### src/rtl/esc_serial_arbiter_if.sv
// esc_serial_arbiter_if
// Byte-stream bundle between the two TX requesters, the ESC passthrough
// UART bridge and the two RX consumers.
//   pc_tx_*  : PC requester byte stream (valid/ready)
//   fw_tx_*  : 4-way interface handler byte stream (valid/ready)
//   br_tx_*  : byte stream into the bridge (valid/ready)
//   br_rx_*  : bytes received from the ESC (valid only, no back-pressure)
//   pc_rx_*  : RX bytes routed to the PC
//   fw_rx_*  : RX bytes routed to the 4-way handler
// Modports: slave = arbiter side, master = surrounding logic / bench.
interface esc_serial_arbiter_if #(
  parameter int DATA_W = 8
);
  logic [DATA_W-1:0] pc_tx_data;
  logic              pc_tx_valid;
  logic              pc_tx_ready;
  logic [DATA_W-1:0] fw_tx_data;
  logic              fw_tx_valid;
  logic              fw_tx_ready;
  logic [DATA_W-1:0] br_tx_data;
  logic              br_tx_valid;
  logic              br_tx_ready;
  logic [DATA_W-1:0] br_rx_data;
  logic              br_rx_valid;
  logic [DATA_W-1:0] pc_rx_data;
  logic              pc_rx_valid;
  logic [DATA_W-1:0] fw_rx_data;
  logic              fw_rx_valid;

  modport slave (
    input  pc_tx_data, pc_tx_valid, fw_tx_data, fw_tx_valid,
    input  br_tx_ready, br_rx_data, br_rx_valid,
    output pc_tx_ready, fw_tx_ready, br_tx_data, br_tx_valid,
    output pc_rx_data, pc_rx_valid, fw_rx_data, fw_rx_valid
  );

  modport master (
    output pc_tx_data, pc_tx_valid, fw_tx_data, fw_tx_valid,
    output br_tx_ready, br_rx_data, br_rx_valid,
    input  pc_tx_ready, fw_tx_ready, br_tx_data, br_tx_valid,
    input  pc_rx_data, pc_rx_valid, fw_rx_data, fw_rx_valid
  );
endinterface

### src/rtl/esc_serial_arbiter.sv
// esc_serial_arbiter
// Shares the passthrough bridge's single TX byte port between the PC stream
// and the 4-way handler. Ownership is held for a whole transaction and
// dropped after IDLE_GAP_CYCLES cycles with neither a TX handshake nor an RX
// byte, so frames from the two sources never interleave. RX bytes follow the
// current owner (unsolicited bytes go to the PC). The ESC pad selection can
// only change while nobody owns the bridge.
// Ports:
//   clk, rst         : clock, synchronous active-high reset
//   i_pt_enable      : global passthrough enable (0 forces release, pads off)
//   i_cfg_chan       : requested ESC channel
//   i_cfg_chan_wr    : channel write strobe
//   io_bus           : byte streams (see esc_serial_arbiter_if)
//   o_esc_chan       : active channel index
//   o_esc_pad_en     : one-hot pad enable, zero when passthrough is off
//   o_owner          : 0 none, 1 PC, 2 4-way
//   o_cfg_rejected   : one-cycle pulse after an ignored channel write
module esc_serial_arbiter #(
  parameter int CLK_FREQ_HZ     = 72_000_000,
  parameter int IDLE_GAP_CYCLES = 72_000,
  parameter int NUM_CHANNELS    = 4,
  localparam int CHAN_W         = $clog2(NUM_CHANNELS)
) (
  input  logic                    clk,
  input  logic                    rst,
  input  logic                    i_pt_enable,
  input  logic [CHAN_W-1:0]       i_cfg_chan,
  input  logic                    i_cfg_chan_wr,
  esc_serial_arbiter_if.slave     io_bus,
  output logic [CHAN_W-1:0]       o_esc_chan,
  output logic [NUM_CHANNELS-1:0] o_esc_pad_en,
  output logic [1:0]              o_owner,
  output logic                    o_cfg_rejected
);

  localparam int GAP_W = $clog2(IDLE_GAP_CYCLES);
  localparam logic [GAP_W-1:0]  GAP_LAST = GAP_W'(IDLE_GAP_CYCLES - 1);
  localparam logic [CHAN_W:0]   CHAN_LIM = (CHAN_W + 1)'(NUM_CHANNELS);

  // A gap below 2 leaves no room for the counter to see an idle cycle.
  if (IDLE_GAP_CYCLES < 2 || CLK_FREQ_HZ <= 0) begin : g_bad_cfg
    $error("esc_serial_arbiter: IDLE_GAP_CYCLES must be >= 2");
  end

  // State encoding doubles as the owner code.
  typedef enum logic [1:0] {
    IDLE   = 2'd0,
    OWN_PC = 2'd1,
    OWN_FW = 2'd2
  } state_t;

  state_t              r_state;
  state_t              w_state_next;
  logic [GAP_W-1:0]    r_gap;
  logic [GAP_W-1:0]    w_gap_next;
  logic [CHAN_W-1:0]   r_chan;
  logic                r_cfg_rej;
  logic                w_activity;
  logic                w_chan_ok;
  logic                w_chan_accept;
  logic [NUM_CHANNELS-1:0] w_pad_en;

  // State and gap counter register
  always_ff @(posedge clk) begin
    if (rst) begin
      r_state <= IDLE;
      r_gap   <= '0;
    end else begin
      r_state <= w_state_next;
      r_gap   <= w_gap_next;
    end
  end

  // Next-state, gap counter and handshake muxing
  always_comb begin
    w_state_next         = r_state;
    w_gap_next           = r_gap;
    w_activity           = 1'b0;
    io_bus.pc_tx_ready   = 1'b0;
    io_bus.fw_tx_ready   = 1'b0;
    io_bus.br_tx_valid   = 1'b0;
    io_bus.br_tx_data    = io_bus.pc_tx_data;
    io_bus.pc_rx_valid   = 1'b0;
    io_bus.fw_rx_valid   = 1'b0;
    io_bus.pc_rx_data    = io_bus.br_rx_data;
    io_bus.fw_rx_data    = io_bus.br_rx_data;

    if (!i_pt_enable) begin
      w_state_next = IDLE;
      w_gap_next   = '0;
    end else begin
      // Unowned RX bytes are unsolicited and belong to the PC.
      io_bus.pc_rx_valid = io_bus.br_rx_valid && (r_state != OWN_FW);
      io_bus.fw_rx_valid = io_bus.br_rx_valid && (r_state == OWN_FW);

      case (r_state)
        IDLE: begin
          w_gap_next = '0;
          // The 4-way handler wins ties.
          if (io_bus.fw_tx_valid)      w_state_next = OWN_FW;
          else if (io_bus.pc_tx_valid) w_state_next = OWN_PC;
        end
        OWN_PC, OWN_FW: begin
          if (r_state == OWN_FW) begin
            io_bus.br_tx_data  = io_bus.fw_tx_data;
            io_bus.br_tx_valid = io_bus.fw_tx_valid;
            io_bus.fw_tx_ready = io_bus.br_tx_ready;
          end else begin
            io_bus.br_tx_data  = io_bus.pc_tx_data;
            io_bus.br_tx_valid = io_bus.pc_tx_valid;
            io_bus.pc_tx_ready = io_bus.br_tx_ready;
          end
          w_activity = (io_bus.br_tx_valid && io_bus.br_tx_ready) ||
                       io_bus.br_rx_valid;
          if (w_activity) begin
            w_gap_next = '0;
          end else if (r_gap == GAP_LAST) begin
            w_state_next = IDLE;
            w_gap_next   = '0;
          end else if (r_gap != '1) begin
            w_gap_next = r_gap + 1'b1;
          end
        end
        default: begin
          w_state_next = IDLE;
          w_gap_next   = '0;
        end
      endcase
    end
  end

  // Channel select: only changes while the bridge is unowned.
  assign w_chan_ok     = {1'b0, i_cfg_chan} < CHAN_LIM;
  assign w_chan_accept = i_cfg_chan_wr && (r_state == IDLE) && w_chan_ok;

  always_ff @(posedge clk) begin
    if (rst) begin
      r_chan    <= '0;
      r_cfg_rej <= 1'b0;
    end else begin
      if (w_chan_accept) r_chan <= i_cfg_chan;
      r_cfg_rej <= i_cfg_chan_wr && !w_chan_accept;
    end
  end

  always_comb begin
    w_pad_en = '0;
    if (i_pt_enable) w_pad_en[r_chan] = 1'b1;
  end

  assign o_esc_chan     = r_chan;
  assign o_esc_pad_en   = w_pad_en;
  assign o_owner        = r_state;
  assign o_cfg_rejected = r_cfg_rej;

endmodule

### src/flat_wrapper.sv
// flat-port wrapper written by rule: the top's interface ports become plain ports
module esc_serial_arbiter_flat 
#(
  parameter int CLK_FREQ_HZ     = 72_000_000,
  parameter int IDLE_GAP_CYCLES = 72_000,
  parameter int NUM_CHANNELS    = 4,
  localparam int CHAN_W         = $clog2(NUM_CHANNELS)
)
  (clk, rst, i_pt_enable, i_cfg_chan, i_cfg_chan_wr, o_esc_chan, o_esc_pad_en, o_owner, o_cfg_rejected, io_bus_pc_tx_data, io_bus_pc_tx_valid, io_bus_fw_tx_data, io_bus_fw_tx_valid, io_bus_br_tx_ready, io_bus_br_rx_data, io_bus_br_rx_valid, io_bus_pc_tx_ready, io_bus_fw_tx_ready, io_bus_br_tx_data, io_bus_br_tx_valid, io_bus_pc_rx_data, io_bus_pc_rx_valid, io_bus_fw_rx_data, io_bus_fw_rx_valid);
  esc_serial_arbiter_if io_bus_i ();
  input  logic clk;
  input  logic rst;
  input  logic i_pt_enable;
  input  logic [CHAN_W-1:0] i_cfg_chan;
  input  logic i_cfg_chan_wr;
  output logic [CHAN_W-1:0] o_esc_chan;
  output logic [NUM_CHANNELS-1:0] o_esc_pad_en;
  output logic [1:0] o_owner;
  output logic o_cfg_rejected;
  input wire logic [$bits(io_bus_i.pc_tx_data)-1:0] io_bus_pc_tx_data;
  input wire logic [$bits(io_bus_i.pc_tx_valid)-1:0] io_bus_pc_tx_valid;
  input wire logic [$bits(io_bus_i.fw_tx_data)-1:0] io_bus_fw_tx_data;
  input wire logic [$bits(io_bus_i.fw_tx_valid)-1:0] io_bus_fw_tx_valid;
  input wire logic [$bits(io_bus_i.br_tx_ready)-1:0] io_bus_br_tx_ready;
  input wire logic [$bits(io_bus_i.br_rx_data)-1:0] io_bus_br_rx_data;
  input wire logic [$bits(io_bus_i.br_rx_valid)-1:0] io_bus_br_rx_valid;
  output wire logic [$bits(io_bus_i.pc_tx_ready)-1:0] io_bus_pc_tx_ready;
  output wire logic [$bits(io_bus_i.fw_tx_ready)-1:0] io_bus_fw_tx_ready;
  output wire logic [$bits(io_bus_i.br_tx_data)-1:0] io_bus_br_tx_data;
  output wire logic [$bits(io_bus_i.br_tx_valid)-1:0] io_bus_br_tx_valid;
  output wire logic [$bits(io_bus_i.pc_rx_data)-1:0] io_bus_pc_rx_data;
  output wire logic [$bits(io_bus_i.pc_rx_valid)-1:0] io_bus_pc_rx_valid;
  output wire logic [$bits(io_bus_i.fw_rx_data)-1:0] io_bus_fw_rx_data;
  output wire logic [$bits(io_bus_i.fw_rx_valid)-1:0] io_bus_fw_rx_valid;
  assign io_bus_i.pc_tx_data = io_bus_pc_tx_data;
  assign io_bus_i.pc_tx_valid = io_bus_pc_tx_valid;
  assign io_bus_i.fw_tx_data = io_bus_fw_tx_data;
  assign io_bus_i.fw_tx_valid = io_bus_fw_tx_valid;
  assign io_bus_i.br_tx_ready = io_bus_br_tx_ready;
  assign io_bus_i.br_rx_data = io_bus_br_rx_data;
  assign io_bus_i.br_rx_valid = io_bus_br_rx_valid;
  assign io_bus_pc_tx_ready = io_bus_i.pc_tx_ready;
  assign io_bus_fw_tx_ready = io_bus_i.fw_tx_ready;
  assign io_bus_br_tx_data = io_bus_i.br_tx_data;
  assign io_bus_br_tx_valid = io_bus_i.br_tx_valid;
  assign io_bus_pc_rx_data = io_bus_i.pc_rx_data;
  assign io_bus_pc_rx_valid = io_bus_i.pc_rx_valid;
  assign io_bus_fw_rx_data = io_bus_i.fw_rx_data;
  assign io_bus_fw_rx_valid = io_bus_i.fw_rx_valid;
  esc_serial_arbiter #(.CLK_FREQ_HZ(CLK_FREQ_HZ), .IDLE_GAP_CYCLES(IDLE_GAP_CYCLES), .NUM_CHANNELS(NUM_CHANNELS)) u_core (.clk(clk), .rst(rst), .i_pt_enable(i_pt_enable), .i_cfg_chan(i_cfg_chan), .i_cfg_chan_wr(i_cfg_chan_wr), .io_bus(io_bus_i), .o_esc_chan(o_esc_chan), .o_esc_pad_en(o_esc_pad_en), .o_owner(o_owner), .o_cfg_rejected(o_cfg_rejected));
endmodule
### config.mk
export PLATFORM = sky130hd
export DESIGN_NAME = esc_serial_arbiter_flat
export DESIGN_NICKNAME = d
export VERILOG_FILES = /design/src/rtl/esc_serial_arbiter_if.sv /design/src/rtl/esc_serial_arbiter.sv /design/src/flat_wrapper.sv
export SDC_FILE = /design/constraint.sdc
export NUM_CORES = 1
export LEC_CHECK = 0
export ABC_AREA = 1
export BUFFER_PORTS_ARGS = -buffer_cell sky130_fd_sc_hd__buf_2
export CORE_MARGIN = 4
export CORE_UTILIZATION = 35
export DETAILED_ROUTE_END_ITERATION = 12
export MAX_ROUTING_LAYER = met4
export PLACE_DENSITY = 0.68
export SYNTH_ARGS = -nofsm -noshare
export SYNTH_HDL_FRONTEND = slang
export SYNTH_SLANG_ARGS = --single-unit
### constraint.sdc
create_clock -name clk -period 3.5 [get_ports clk]
set_input_delay 0.175 -clock clk [delete_from_list [all_inputs] [get_ports clk]]
set_output_delay 0.175 -clock clk [all_outputs]
set_load 0.02 [all_outputs]
== Word-level counts from Yosys, hierarchy flattened ==
Cells that the tools add are included.

* $lt $le $gt $ge: 2
* Bitwise operators: 2
* Equality and inequality tests: 8
* $add $sub $neg: 1
* Multiplexer cells: 24
* Reductions and logical operators: 13

{| class="wikitable"
|+ Operators with widths
! operator !! count
|-
| $mux 8 || 3
|-
| $add 17x1->17 const B || 1
|-
| $eq 17x17->1 const B || 1
|-
| $ne 17x17->1 const B || 1
|-
| $mux 1 || 14
|-
| $mux 2 || 4
|-
| $logic_and 1x1->1 || 6
|-
| $reduce_or 5->1 || 1
|-
| $mux 4 || 1
|-
| $ne 2x2->1 const B || 2
|-
| $pmux 2 s2 || 1
|-
| $reduce_or 2->1 || 2
|-
| $lt 2x3->1 const B || 1
|-
| $ne 3x3->1 const B || 1
|-
| $reduce_and 3->1 || 1
|-
| $demux 1 s2 || 1
|-
| $eq 2x1->1 const B || 1
|-
| $eq 2x2->1 const B || 1
|-
| $ge 2x1->1 const B || 1
|-
| $logic_not 2->1 || 1
|-
| $ne 2x1->1 const B || 1
|-
| $not 1->1 || 2
|-
| $logic_not 1->1 || 1
|-
| $logic_or 1x1->1 || 1
|}

* Input port bits: 34
* Logic and storage cells: 54
* Register bits: 22
* Output and inout port bits: 38

== Depth between registers and ports, before layout ==
* Depth after elaboration: 8
* Gate-level depth with buffers: 13
* Gate-level depth less buffers: 13

== Least setup slack after synthesis ==
No wires, ideal clock.

* Path type: register to register
* Start point: reg u_core.r_gap[7]
* End point: reg u_core.r_gap[12]
* Clock period less this slack: 1.845 ns
* Slack: 1.655 ns
* Library setup time: 0.114 ns
* Arrival time: 1.731 ns
* Stages on the path, launching flop included: 13
* Cells stage by stage: dfxtp_1 -> nand2_1 -> inv_1 -> nand3_1 -> nor4_1 -> ha_1 -> nor2_2 -> nand2_2 -> nor2_2 -> nand4_2 -> nor2_4 -> a21oi_1 -> nor2_1

* Word-level cells in the longest chain between the ends: 2

{| class="wikitable"
|+ Ends and longest elaborated chain
! what !! line !! source
|-
| from (decl) || esc_serial_arbiter.sv:54 || <nowiki>logic [GAP_W-1:0] r_gap;</nowiki>
|-
| from (signal assigned) || esc_serial_arbiter.sv:70 || <nowiki>r_gap <= w_gap_next;</nowiki>
|-
| parallel branches: the longest is 2 deep, another holds $add 17x1->17 || - ||
|}

Parallel ways; which one is timed is not known.
A chain may end at the register's enable or synchronous reset.

== Worst setup path after layout ==
Same ends and word-level chain as after synthesis.

==> summary.md <==
| Metric | Value |
|---|---|
| Setup WS post-layout | `1.46 ns` |
| CP Max Fanout | `6` |
| Cell-internal power | `0.450 mW` |
| Pre-Repair DR Iteration Count | `4` |
| Mapped Area | `0.00147 mm^2` |
| Post-synth top area cell | `dfxtp_1` |
| Max Clk Rate | `489 MHz` |
| GR Overflow Total | `0` |
| P_sw | `0.154 mW` |
| Area of the multi-input gates | `805 um^2` |
| Hold_buf cts | `0` |
| Reg area | `440 um^2` |
| DP Worst Slack | `1.43 ns` |
| Worst Path Required | `3.67 ns` |
| Sw frac | `0.256` |
| Vias in the first global route | `1235` |
| Worst-margin pin slew | `0.375 ns` |
| Routed Antenna Nets | `0` |
| Status | `complete, no violations` |
| Global-route wire length before repair | `5390 um` |
| Data arrival, critical path | `2.22 ns` |
| Initial core utilization | `0.364` |
| First DRT Iteration DRCs | `61` |
| Most frequent cells in the layout | `buf_2 (47), nand2_1 (41), nor2_1 (27), inv_1 (26), dfxtp_1 (22)` |
| Clock share of power | `0.402` |
| Critical path class | `reg2reg` |
| Fill cells | `414` |
| Startpoint types | `flip-flop` |
| Die Height | `72.7 um` |
| Syn Inst Count | `208` |
| Total wire length | `3140 um` |
| Cell row count | `23` |
| Root Driver | `clkbuf_8` |
| Worst vdd ir | `0.238 mV` |
| Diodes inserted | `0` |
| Total clock sinks | `22` |
| Die X | `72.7 um` |
| Syn-to-layout area delta | `17.0%` |
| CTS Buf Count | `3` |
| Initial antenna violation count | `0` |
| Register share of total power | `0.429` |
| Core area | `0.00403 mm^2` |
| Setup violators final | `0` |
| Lkg Pwr | `0.805 nW` |
| Avg Synthesized Cell Area | `7.05 um^2` |
| Hold Path Class | `in2reg` |
| Comb pwr share | `0.169` |
| Final Hold Viols | `0` |
| Max capacitance violation total | `0` |
| Commonest non-fill, non-tap cell in the layout | `buf_2` |
| Sequential fraction of the synthesis area | `0.300` |
| Worst Setup End Kind | `flip-flop` |
| Clk_lat worst skew | `0.27 ns` |
| DRC viols | `0` |
| Synth warn | `0` |
| Yosys cell types | `28` |
| Io pins | `72` |
| GR Util All Layers | `0.126` |
| Slew Limit Fails | `0` |
| Share of layout cells above drive strength 1 | `0.296` |
| Vias per std cell | `4.58` |
| CTS tree | `yes` |
| Area contributors post-synth | `dfxtp_1 (30%), nand2_1 (10%), buf_4 (8.2%)` |
| Fin crit period | `2.04 ns` |
| Average wire per standard cell | `10.7 um` |
| Placer congestion estimate | `0.873` |
| Syn_nets | `246` |
| Clk buf depth | `2` |
| Resize count post-CTS | `0` |
| RSZ-0062 raised after global routing | `false` |
| Worst-path clk slew | `0.09 ns` |
| Setup Buffers After CTS | `0` |
| Port-buffer cells | `47` |
| Fin crit share | `0.584` |
| Final #Nets | `282` |
| Pwr dens | `352 mW/mm^2` |
| DR vias | `1341` |
| Rel. slew slack | `0.749` |
| Die area | `0.00529 mm^2` |
| Setup TNS | `0 ns` |
| Largest net degree at the start of global routing | `14` |
| Clock skew | `0.00194 ns` |
| Yosys top cell area share | `0.300` |
| Yosys reg bits | `22` |
| DP HPWL | `2600 um` |
| H-Tree Depth | `1` |
==> synth_stat cells <==
| cell type | number |
|---|---|
| a21oi_1 | 14 |
| buf_4 | 16 |
| dfxtp_1 | 22 |
| ha_1 | 4 |
| inv_1 | 26 |
| inv_2 | 1 |
| mux2_2 | 8 |
| nand2_1 | 41 |
| nand2_2 | 1 |
| nand3_1 | 14 |
| nand3b_1 | 1 |
| nand3b_4 | 1 |
| nand4_1 | 1 |
| nand4_2 | 1 |
| nor2_1 | 27 |
| nor2_2 | 2 |
| nor2_4 | 2 |
| nor3_1 | 7 |
| nor3_4 | 2 |
| nor3b_1 | 1 |
| nor3b_2 | 1 |
| nor4_1 | 1 |
| o211ai_1 | 1 |
| o21ai_0 | 6 |
| o21ai_1 | 1 |
| or2_1 | 1 |
| or2_2 | 2 |
| xor2_1 | 3 |
==> critical path: stages (launching register included) <==
cell	delay, ns
dfxtp_1	0.39
nand2_1	0.13
inv_1	0.13
nand3_1	0.08
nor4_1	0.28
ha_1	0.36
nor2_2	0.09
nand2_2	0.09
nor2_2	0.05
nand4_2	0.11
nor2_4	0.06
a21oi_1	0.12
nor2_1	0.05
==> power by group through the flow <==
stage | Sequential, mW | Clock [mW] | Combinational (mW)
2_1_floorplan | 0.271 | 0 | 0.0865
3_3_place_gp | 0.265 | 0 | 0.102
3_5_place_dp | 0.265 | 0 | 0.103
4_1_cts | 0.259 | 0.249 | 0.103
5_1_grt | 0.260 | 0.261 | 0.115
6_report | 0.259 | 0.243 | 0.102
==> metal layers <==
| metal | wire, um | part of all wire | vias up | GRT usage |
|---|---|---|---|---|
| met5 | 0 | 0 | - | - |
| li1 | - | - | 724 | - |
| met3 | 222 | 0.071 | 4 | 0.0399 |
| met2 | 1440 | 0.46 | 32 | 0.185 |
| met4 | 7 | 0.0022 | 0 | 0.0164 |
| met1 | 1470 | 0.47 | 581 | 0.173 |
==> through the flow <==
stage,power (mW),cells,hold slack [ns],area (um^2),util
after floorplan,0.357,208,0.296,1470,-
after global placement,0.367,289,0.350,1640,0.408
after detailed placement,0.368,289,0.350,1640,0.408
after CTS,0.612,293,0.138,1720,0.426
after global routing,0.637,293,0.146,1720,0.426
final,0.604,293,0.140,1720,0.426
==> layout make-up <==
type | instances | area share
timing repair buffer | 47 | 0.137
tap | 50 | 0.0365
clock buffer | 3 | 0.0241
inverter | 27 | 0.0591
clock inverter | 1 | 0.0175
multi-input combinational | 143 | 0.469
sequential | 22 | 0.257
==> path summary, 6_finish.rpt <==
kind	from	cells past startpoint	slack, ns	to
worst max register to register	u_core.r_gap[7]$_SDFFE_PP0P_	12	1.46	u_core.r_gap[12]$_SDFFE_PP0P_
worst min register to register	u_core.r_gap[8]$_SDFFE_PP0P_	2	0.50	u_core.r_gap[8]$_SDFFE_PP0P_
worst max-delay path	u_core.r_gap[7]$_SDFFE_PP0P_	12	1.46	u_core.r_gap[12]$_SDFFE_PP0P_
worst min-delay path	i_cfg_chan_wr	3	0.14	u_core.o_cfg_rejected$_SDFF_PP0_
==> registers in the layout, summed over array words and instances, names as in the netlist <==
name,count
u_core.r_gap,17
u_core.o_esc_chan,2
u_core.o_cfg_rejected,1
u_core.o_owner,2
==> kinds of logic after synthesis <==
group,Yosys count,synth area share
buffers and inverters,43,0.151
XOR/XNOR,3,0.0179
adder cells (fa/ha/maj),4,0.0341
AND/OR/NAND/NOR,106,0.358
flip-flops,22,0.300
multiplexers,8,0.0614
AO/OA/AOI/OAI,22,0.0768
(Power assumes the default switching activity.)
